==> src/rtl/ltc231x_pkg.sv <==
// Shared types and timing helpers for the multi-channel LTC231x reader.
package ltc231x_pkg;

    typedef enum logic [2:0] {
        StIdle,
        StCnv,
        StWait,
        StShift,
        StDone,
        StHold
    } state_e;

    // Cycles from the cycle read is sampled in IDLE to the data_valid cycle.
    function automatic int unsigned frame_len(input int unsigned data_w,
                                              input int unsigned sck_div,
                                              input int unsigned cnv_cyc,
                                              input int unsigned conv_cyc);
        return cnv_cyc + conv_cyc + 2 * sck_div * data_w + 1;
    endfunction

endpackage

==> src/rtl/ltc231x_multi_reader_lane.sv <==
// One ADC lane: MSB-first serial-in shift register, advanced on capture enable.
module adc_shift_lane #(
    parameter int unsigned DATA_W = 16
) (
    input  logic              clk_i,
    input  logic              rst_ni,
    input  logic              shift_en_i,
    input  logic              sdo_i,
    output logic [DATA_W-1:0] data_o
);

    logic [DATA_W-1:0] data_q, data_d;

    always_comb begin
        data_d = data_q;
        if (shift_en_i) begin
            data_d = {data_q[DATA_W-2:0], sdo_i};
        end
    end

    always_ff @(posedge clk_i) begin
        if (!rst_ni) begin
            data_q <= '0;
        end else begin
            data_q <= data_d;
        end
    end

    assign data_o = data_q;

endmodule

==> src/rtl/ltc231x_multi_reader.sv <==
// Drives shared cnv_n/sck to N_CH LTC231x ADCs and deserialises one SDO line per ADC,
// in single-shot or fixed-period free-running mode.
module ltc231x_multi_reader
    import ltc231x_pkg::*;
#(
    parameter int unsigned DATA_W        = 16,
    parameter int unsigned N_CH          = 2,
    parameter int unsigned SCK_DIV       = 2,
    parameter int unsigned CNV_CYC       = 2,
    parameter int unsigned CONV_CYC      = 8,
    parameter int unsigned SAMPLE_PERIOD = 100
) (
    input  logic                     clk,
    input  logic                     reset_n,
    input  logic                     read,
    input  logic                     continuous,
    input  logic [N_CH-1:0]          sdo,
    output logic                     cnv_n,
    output logic                     sck,
    output logic [N_CH*DATA_W-1:0]   data_out,
    output logic                     data_valid,
    output logic                     busy
);

    localparam int unsigned LMin  = frame_len(DATA_W, SCK_DIV, CNV_CYC, CONV_CYC);
    localparam int unsigned PhMax =
        (CNV_CYC > CONV_CYC) ? ((CNV_CYC > SCK_DIV) ? CNV_CYC : SCK_DIV)
                             : ((CONV_CYC > SCK_DIV) ? CONV_CYC : SCK_DIV);
    localparam int unsigned PhW   = $clog2(PhMax) + 1;
    localparam int unsigned BitW  = $clog2(DATA_W) + 1;
    localparam int unsigned PerW  = $clog2(SAMPLE_PERIOD) + 1;

    if (SAMPLE_PERIOD < LMin) begin : g_bad_period
        $error("SAMPLE_PERIOD is shorter than one complete frame");
    end

    state_e                   state_q, state_d;
    logic [PhW-1:0]           phase_q, phase_d;
    logic [BitW-1:0]          bit_q, bit_d;
    logic [PerW-1:0]          per_q, per_d;
    logic                     cont_q, cont_d;
    logic                     sck_q, sck_d;
    logic                     cnv_n_q, busy_q, valid_q;
    logic [N_CH*DATA_W-1:0]   data_q, data_d;
    logic [N_CH*DATA_W-1:0]   lanes;
    logic                     shift_en;
    logic                     period_done;

    assign period_done = (per_q == PerW'(SAMPLE_PERIOD - 1));

    always_comb begin
        state_d  = state_q;
        phase_d  = phase_q;
        bit_d    = bit_q;
        cont_d   = cont_q;
        sck_d    = 1'b0;
        shift_en = 1'b0;
        per_d    = (state_q == StIdle) ? per_q : per_q + 1'b1;

        unique case (state_q)
            StIdle: begin
                if (read) begin
                    cont_d  = continuous;
                    state_d = StCnv;
                end
            end
            StCnv: begin
                if (phase_q == PhW'(CNV_CYC - 1)) begin
                    phase_d = '0;
                    state_d = StWait;
                end else begin
                    phase_d = phase_q + 1'b1;
                end
            end
            StWait: begin
                if (phase_q == PhW'(CONV_CYC - 1)) begin
                    phase_d = '0;
                    state_d = StShift;
                end else begin
                    phase_d = phase_q + 1'b1;
                end
            end
            StShift: begin
                if (phase_q == PhW'(SCK_DIV - 1)) begin
                    phase_d = '0;
                    if (!sck_q) begin
                        // Capture on the edge that raises sck: ADC data settled since the fall.
                        sck_d    = 1'b1;
                        shift_en = 1'b1;
                    end else if (bit_q == BitW'(DATA_W - 1)) begin
                        bit_d   = '0;
                        state_d = StDone;
                    end else begin
                        bit_d = bit_q + 1'b1;
                    end
                end else begin
                    phase_d = phase_q + 1'b1;
                    sck_d   = sck_q;
                end
            end
            StDone: begin
                if (!cont_q) begin
                    state_d = StIdle;
                end else if (period_done) begin
                    // Minimum period: the next conversion starts straight after DONE.
                    if (read) begin
                        cont_d  = continuous;
                        state_d = StCnv;
                    end else begin
                        state_d = StIdle;
                    end
                end else begin
                    state_d = StHold;
                end
            end
            StHold: begin
                if (period_done) begin
                    if (read) begin
                        cont_d  = continuous;
                        state_d = StCnv;
                    end else begin
                        state_d = StIdle;
                    end
                end
            end
            default: state_d = StIdle;
        endcase

        // Period is measured from each cnv_n falling edge.
        if (state_d == StCnv && state_q != StCnv) begin
            per_d = '0;
        end

        data_d = (state_d == StDone) ? lanes : data_q;
    end

    always_ff @(posedge clk) begin
        if (!reset_n) begin
            state_q <= StIdle;
            phase_q <= '0;
            bit_q   <= '0;
            per_q   <= '0;
            cont_q  <= 1'b0;
            sck_q   <= 1'b0;
            cnv_n_q <= 1'b1;
            busy_q  <= 1'b0;
            valid_q <= 1'b0;
            data_q  <= '0;
        end else begin
            state_q <= state_d;
            phase_q <= phase_d;
            bit_q   <= bit_d;
            per_q   <= per_d;
            cont_q  <= cont_d;
            sck_q   <= sck_d;
            cnv_n_q <= (state_d != StCnv);
            busy_q  <= (state_d != StIdle);
            valid_q <= (state_d == StDone);
            data_q  <= data_d;
        end
    end

    for (genvar c = 0; c < N_CH; c++) begin : g_lane
        adc_shift_lane #(
            .DATA_W(DATA_W)
        ) u_lane (
            .clk_i     (clk),
            .rst_ni    (reset_n),
            .shift_en_i(shift_en),
            .sdo_i     (sdo[c]),
            .data_o    (lanes[c*DATA_W +: DATA_W])
        );
    end

    assign cnv_n      = cnv_n_q;
    assign sck        = sck_q;
    assign busy       = busy_q;
    assign data_valid = valid_q;
    assign data_out   = data_q;

endmodule

==> config.mk <==
export PLATFORM = sky130hd
export DESIGN_NAME = ltc231x_multi_reader
export DESIGN_NICKNAME = d
export VERILOG_FILES = /design/src/rtl/ltc231x_pkg.sv /design/src/rtl/ltc231x_multi_reader_lane.sv /design/src/rtl/ltc231x_multi_reader.sv
export SDC_FILE = /design/constraint.sdc
export NUM_CORES = 1
export LEC_CHECK = 0
export ABC_AREA = 1
export CORE_MARGIN = 2
export CORE_UTILIZATION = 45
export DETAILED_ROUTE_END_ITERATION = 8
export PLACE_DENSITY = 0.66
export SYNTH_ARGS = -nofsm -noshare
export SYNTH_HDL_FRONTEND = slang
export SYNTH_SLANG_ARGS = --single-unit
==> constraint.sdc <==
create_clock -name clk -period 5 [get_ports clk]
set_clock_uncertainty 0.2 [all_clocks]
set_input_delay 1 -clock clk [delete_from_list [all_inputs] [get_ports clk]]
set_output_delay 1 -clock clk [all_outputs]
set_load 0.03 [all_outputs]
After elaboration in Yosys (flattened, before gate mapping):

Index checks and enable logic that the tools add are counted.

* flip-flop bits (word level): 89
* input port bits: 6
* output and inout port bits: 36
* logic and storage cells: 64

* $add $sub $neg: 3
* equality and inequality tests: 14
* mux-type cells: 24
* bitwise logic cells: 1
* reductions and logical operators: 10

Operator list (number)
* $mux 3: 9
* $pmux 3 s6: 1
* $eq 3x3->1 const B: 3
* $mux 1: 9
* $add 8x1->8 const B: 1
* $eq 8x7->1 const B: 1
* $mux 4: 2
* $pmux 4 s2: 1
* $eq 3x1->1 const B: 2
* $eq 3x2->1 const B: 2
* $ne 3x1->1 const B: 2
* $reduce_bool 3->1: 2
* $add 5x1->5 const B: 1
* $eq 5x4->1 const B: 1
* $mux 5: 1
* $add 4x1->4 const B: 1
* $eq 4x1->1 const B: 1
* $eq 4x3->1 const B: 1
* $reduce_and 2->1: 2
* $reduce_or 2->1: 2
* $logic_not 3->1: 1
* $pmux 1 s3: 1
* $reduce_and 3->1: 1
* $ne 2x2->1 const B: 1
* 3 further kinds: 3

Depth between registers and ports, before layout:

Gate-level depths: netlist of run 1.

* word-level depth: 8
* depth in mapped cells: 11
* gate-level depth less buffers: 11

Cells and area by module:

A second synthesis of run 1 with hierarchy kept.

* cells, all modules: 513
* area total of the unflattened synthesis: 3704.8 um2

Modules (own cells, without submodules)
* ltc231x_multi_reader: times used 1, cells each 311, area each 2356.0 um2, sequential area each 1141.1 um2
* adc_shift_lane: times used 2, cells each 101, area each 674.4 um2, sequential area each 320.3 um2

Worst setup path after synthesis of run 1:

Ideal clock, no wire load.

* path type: input to register
* from: input read
* to: register cont_q
* library setup time: 117 ps
* arrival: 1634 ps
* data required time: 4683 ps
* path slack: 3049 ps
* stages: 6
* path buffers: 0
* cell sequence: inv_1 -> or2_2 -> o21ai_0 -> nor2_1 -> a21oi_1 -> nor2_1

* cells in the longest elaborated chain, start to end: 4
* elaborated cells on any way between the ends: 6
* those cells by class: mux (6)

RTL lines
* start, declared: line ltc231x_multi_reader.sv:15 `input logic read,`
* $mux 1: line ltc231x_multi_reader.sv:106 `if (read) begin`
* $mux 1: line ltc231x_multi_reader.sv:104 `end else if (period_done) begin`
* $mux 1: line ltc231x_multi_reader.sv:102 `if (!cont_q) begin`
* $pmux 1 s3 (*): line ltc231x_multi_reader.sv:60 `unique case (state_q)`
* end signal, assigned: line ltc231x_multi_reader.sv:154 `cont_q <= cont_d;`
* end, declared: line ltc231x_multi_reader.sv:41 `logic cont_q, cont_d;`

Mark *: on every way between the ends. The rest lies on a longest branch, timed or not. The select of a mux whose other input is x is not followed.
A chain may end at the register's enable or synchronous reset.

Final worst setup path of run 1:

* from: register data_q[29] (netlist: data_out[29])
* to: output data_out[29]

RTL lines
* start, declared: line ltc231x_multi_reader.sv:44 `logic [N_CH*DATA_W-1:0] data_q, data_d;`
* start signal, assigned: line ltc231x_multi_reader.sv:159 `data_q <= data_d;`
* end, declared: line ltc231x_multi_reader.sv:20 `output logic [N_CH*DATA_W-1:0] data_out,`

No word-level cell between the ends.

==> run summary, run 1 <==
CTS buffer count -> 9
Util after Layout -> 54.2%
GRT overflow -> 0
status -> complete, no violations
CP cell instances -> clkdlybuf4s50_1
First-pass DRT Iterations -> 4
CP delay by family, top -> buffers and inverters
clk root buf -> clkbuf_8
worst vdd ir -> 0.185 mV
Max FO, Critical Path -> 2
Setup CP Type -> reg -> out
Tot GR Track Use -> 16.8%
CP Launch Type -> register
slew margin rel. -> 59.0%
CTS tree -> built
commonest non-fill, non-tap cell in the layout -> nor2_1
Ys Warns -> 0
period utilisation layout -> 51.9%
core area -> 0.00769 sq mm
Post-DRT Antenna Nets -> 0
met1 GRT Util -> 22.5%
Area Growth Syn to Fin -> 17.4%
Final Hold Viols -> 0
fillers -> 768
mapped cell area -> 0.00355 sq mm
Tot Pwr -> 1.36 mW
DR DRC count -> 0
initial antenna violation count -> 0
RSZ-0062 raised after global routing -> false
Setup Buffers After CTS -> 0
critical path's largest stage delay -> 680 ps
post-route cell area -> 0.00416 sq mm
die height -> 92.8 um
min cycle time layout -> 2600 ps
gp weighted congestion -> 0.846
Starting Density -> 46.1%
first-pass GRT wire length -> 11900 um
Rows -> 32
fin. max-slew vios -> 0
DR WL/cell -> 11.2 um
clock buffer depth -> 2
setup violators final -> 0
# IOs -> 42
sequential area share after synthesis -> 50.2%
die area -> 0.00861 sq mm
most frequent cells in the layout -> nor2_1 (146), dfxtp_1 (89), o21ai_1 (56), clkdlybuf4s50_1 (40), nand2_1 (29)
Initial DRC Count -> 163
Slowest cell on crit path -> clkdlybuf4s50_1
Max Fclk -> 385 MHz
worst skew pair latency -> 340 ps
placed cell area -> 0.00396 sq mm
Leakage -> 1.59 nW
Pwr Density -> 326 mW/mm^2
syn_nets -> 462
dpl hpwl -> 4320 um
Reg clk slew, reported paths -> 80 ps
Critical Path AT -> 1400 ps
worst slew pin tran -> 614 ps
H-tree depth -> 3
Critical Path RT -> 3800 ps
final setup TNS -> 0 ps
vias per cell -> 4.85
Yosys reg bits -> 89
Crit. End Element -> output port
Buf/Inv on CP -> 1
layer with the highest usage -> met2
largest net degree at the start of global routing -> 73
final setup margin -> 2400 ps
via count -> 2867
met2 Use GR -> 27.2%
hold_buf cts -> 0
Die X -> 92.8 um
Max-Cap Viols -> 0
WL final -> 6630 um
M3 GR Usage -> 2.52%
number of global-route vias before repair -> 2700
DP Worst Slack -> 2320 ps
diode count -> 0
clock sinks -> 89
Yosys cell types -> 32
Final nets -> 495
port buffer count -> 41
min-delay worst type -> reg -> reg
share of cells above drive strength 1 -> 9.82%
Synth Instances -> 452
Mean Syn Cell Area -> 7.84 sq um
post-CTS resize count -> 0
==> cells in the mapped netlist, drive strengths merged <==
| master | number | area (sq um) |
|---|---|---|
| nor2 | 162 | 667 |
| dfxtp | 89 | 1780 |
| o21ai | 71 | 359 |
| nand2 | 33 | 149 |
| inv | 26 | 97.6 |
| nand3 | 15 | 97.6 |
| buf | 13 | 103 |
| a21oi | 10 | 50.1 |
| clkbuf | 7 | 26.3 |
| nand4 | 6 | 37.5 |
| xor2 | 5 | 43.8 |
| ha | 4 | 50.1 |
| a211oi | 2 | 15.0 |
| o22ai | 2 | 12.5 |
| a21boi | 1 | 11.3 |
| clkinv | 1 | 3.75 |
| mux2 | 1 | 11.3 |
| nand3b | 1 | 7.51 |
| o21a | 1 | 7.51 |
| or2 | 1 | 6.26 |
| xnor2 | 1 | 8.76 |
==> worst paths after layout <==
check / start / endpoint / slack (ps) / depth (start not counted)
max: data_out[29]$_SDFFE_PN0P_ / data_out[29] / 2400 / 1
min: bit_q[4]$_SDFFE_PN0P_ / bit_q[4]$_SDFFE_PN0P_ / 260 / 2
max reg2reg: phase_q[0]$_SDFFE_PN0P_ / g_lane[0].u_lane.data_o[6]$_SDFFE_PN0P_ / 2750 / 7
min reg2reg: bit_q[4]$_SDFFE_PN0P_ / bit_q[4]$_SDFFE_PN0P_ / 260 / 2
==> power by group <==
part           internal, mW  switching, mW  leakage [nW]  total (mW)
combinational        0.0385         0.0706         0.761       0.109
clock                 0.279          0.241         0.107       0.520
sequential            0.719         0.0106         0.718       0.730
==> per-layer routing <==
layer / vias to the layer above / share of wire, % / wire length, um
met5: - / 0 / 0
met4: 0 / 0.95 / 63
met3: 7 / 2.9 / 193
met2: 43 / 47 / 3140
met1: 1304 / 49 / 3230
li1: 1513 / - / -
==> layout make-up <==
| cell class | instances | area [sq um] | share of cell area (%) |
|---|---|---|---|
| Multi-Input combinational cell | 316 | 1530 | 36.8 |
| Timing Repair Buffer | 42 | 413 | 9.92 |
| Clock inverter | 5 | 78.8 | 1.89 |
| Inverter | 27 | 101 | 2.43 |
| Tap cell | 102 | 128 | 3.06 |
| Clock buffer | 10 | 128 | 3.06 |
| Sequential cell | 89 | 1780 | 42.8 |
==> logic make-up after synthesis <==
family,share of synthesized area (%)
compound gates,12.8
xor+xnor,1.48
simple gates,27.2
flops,50.2
mux,0.318
fa+ha+maj,1.41
buf+inv,6.49
==> flip-flops by register name, summed over array words and instances, names as in the netlist, 3 cells and up <==
register	cells
data_out	32
g_lane.u_lane.data_o	32
per_q	8
bit_q	5
phase_q	4
state_q	3
==> metrics by stage <==
stage	instances	hold WS, ps
global route	591	312
floorplan	452	233
detailed placement	576	251
global placement	576	260
CTS	591	263
finish	591	262
(Power assumes the default switching activity.)
==> run 2, diff against run 1 <==
Settings changed: PLACE_DENSITY 0.66 to 0.69.
Clock period 5 ns to 2.35 ns, I/O delays scaled along.
==> run 2 against run 1 <==
Net effect:
- sequential share of layout area down 0.39 points
- clock power up 83%
- critical path type unchanged
- design area up 0.93%
- global-route usage up 0.22 points
- via count up 0.56%
- wire length up 4.9%
- non-clock buffer count up 6
- clock-buffer cell count up 4
- core utilization up 0.50 points
==> run summary, run 2 (synthesis gave the netlist of run 1 again) <==
placed cell area -> 0.00403 sq mm (+1.8%)
Final Hold Viols -> 0 (unchanged)
gp weighted congestion -> 0.836 (-1.2%)
post-CTS resize count -> 0 (unchanged)
share of cells above drive strength 1 -> 10.7% (+0.87 points)
clock sinks -> 89 (unchanged)
Leakage -> 1.60 nW (+1.1%)
H-tree depth -> 3 (unchanged)
Slowest cell on crit path -> clkdlybuf4s50_1
WL final -> 6950 um (+4.9%)
initial antenna violation count -> 0 (unchanged)
Tot GR Track Use -> 17.0% (+0.22 points)
most frequent cells in the layout -> nor2_1 (146), dfxtp_1 (89), o21ai_1 (56), clkdlybuf4s50_1 (40), nand2_1 (29)
DR WL/cell -> 11.6 um (+3.6%)
DP Worst Slack -> 342 ps (-1980 ps)
commonest non-fill, non-tap cell in the layout -> nor2_1
Crit. End Element -> output port
via count -> 2883 (+0.56%)
# IOs -> 42 (unchanged)
Initial DRC Count -> 110 (-33%)
diode count -> 0 (unchanged)
port buffer count -> 41 (unchanged)
worst skew pair latency -> 340 ps (about the same)
CTS tree -> built
Cell Int Power -> 2.06 mW (+98%)
placed cell count -> 582 (+1.0%)
first-pass GRT wire length -> 11900 um (about the same)
CP Launch Type -> register
GRT overflow -> 0 (unchanged)
CP delay by family, top -> buffers and inverters
Rows -> 32 (unchanged)
Pwr Density -> 651 mW/mm^2 (+99%)
worst slew pin tran -> 343 ps (-271 ps)
dpl hpwl -> 4630 um (+7.2%)
vias per cell -> 4.82 (-0.62%)
Final nets -> 501 (+1.2%)
RSZ-0062 raised after global routing -> false
slew margin rel. -> 77.1% (+18 points)
number of global-route vias before repair -> 2708 (+0.30%)
min cycle time layout -> 2090 ps
period utilisation layout -> 88.8%
Critical Path RT -> 1680 ps (-2120 ps)
Buf/Inv on CP -> 1 (unchanged)
clk root buf -> clkbuf_8
Critical Path AT -> 1420 ps (+20 ps)
hold_buf cts -> 0 (unchanged)
die height -> 92.8 um (unchanged)
worst vdd ir -> 0.419 mV (+130%)
Area Growth Syn to Fin -> 18.5%
Setup CP Type -> reg -> out
First-pass DRT Iterations -> 4 (unchanged)
critical path's largest stage delay -> 700 ps (+20 ps)
status -> complete, no violations
Reg clk slew, reported paths -> 80 ps (about the same)
Max FO, Critical Path -> 3 (+1)
final setup TNS -> 0 ps (unchanged)
Setup Buffers After CTS -> 0 (unchanged)
largest net degree at the start of global routing -> 35 (-52%)
P_sw -> 678 uW (+110%)
Starting Density -> 46.1% (unchanged)
combinational share of power -> 8.6% (+0.6 points)
CP cell instances -> clkdlybuf4s50_1
DR DRC count -> 0 (unchanged)
die area -> 0.00861 sq mm (unchanged)
Clk pwr share -> 34.7% (-3.6 points)
CTS buffer count -> 9 (unchanged)
final setup margin -> 264 ps (-2140 ps)
fin. max-slew vios -> 0 (unchanged)
sequential power share -> 56.7% (+3.0 points)
post-route cell area -> 0.00420 sq mm (+0.93%)
Max-Cap Viols -> 0 (unchanged)
min-delay worst type -> reg -> reg
Post-DRT Antenna Nets -> 0 (unchanged)
clock buffer depth -> 2 (unchanged)
Die X -> 92.8 um (unchanged)
Max Fclk -> 479 MHz
core area -> 0.00769 sq mm (unchanged)
filler-free cell count of the finished design -> 598 (+1.2%)
setup violators final -> 0 (unchanged)
switching share of power -> 24.8% (+1.1 points)
[run 2: cell count changes in the layout (fill, tap and decap cells not counted), sizes merged]
cell and delta:
clkbuf +4, clkinvlp +1, clkinv -1, bufinv -2, inv -1, buf +6
[run 2: metrics by stage]
step	hold slack [ps]	util [%]	power, mW
finish	260	54.7	2.74
floorplan	233	-	1.77
CTS	263	54.7	2.76
global placement	246	52.4	1.82
global route	283	54.7	2.86
detailed placement	252	52.4	1.82
[run 2: worst paths after layout]
| check | start | end | cells past startpoint | slack (ps) |
|---|---|---|---|---|
| worst max-delay path | sck$_SDFFE_PN0N_ | sck | 1 | 260 |
| worst min-delay path | bit_q[4]$_SDFFE_PN0P_ | bit_q[4]$_SDFFE_PN0P_ | 2 | 260 |
| worst max register to register | bit_q[0]$_SDFFE_PN0P_ | data_out[4]$_SDFFE_PN0P_ | 9 | 390 |
| worst min register to register | bit_q[4]$_SDFFE_PN0P_ | bit_q[4]$_SDFFE_PN0P_ | 2 | 260 |
[run 2: layout make-up]
class / count / area, sq um
multi-input combinational: 316 / 1530
sequential: 89 / 1780
tap: 102 / 128
fill: 747 / 3480
clock buffer: 14 / 163
clock inverter: 2 / 12.5
inverter: 27 / 101
timing repair buffer: 48 / 483
[run 2: worst register-to-register path: cells and delay by family, from the launching register on]
family	cells	cell delay, ps
AOI/OAI and AO/OA	1	190
and+or+nand+nor	5	580
buffers and inverters	2	300
adders and majority gates	1	210
DFF	1	380
[run 2: power groups by stage]
stage | clock network [mW] | registers, mW | logic [mW]
finish | 0.949 | 1.55 | 0.236
CTS | 0.976 | 1.55 | 0.237
global route | 1.04 | 1.56 | 0.267
floorplan | 0 | 1.60 | 0.169
global placement | 0 | 1.59 | 0.233
detailed placement | 0 | 1.59 | 0.237
[run 2: routing by layer]
| metal | share of wire [%] | wire length [um] | global-route usage, % |
|---|---|---|---|
| met4 | 2.2 | 156 | 7.48 |
| met1 | 50 | 3460 | 22.3 |
| met3 | 2.7 | 191 | 3.01 |
| met2 | 45 | 3150 | 27.4 |
| met5 | 0 | 0 | 0 |
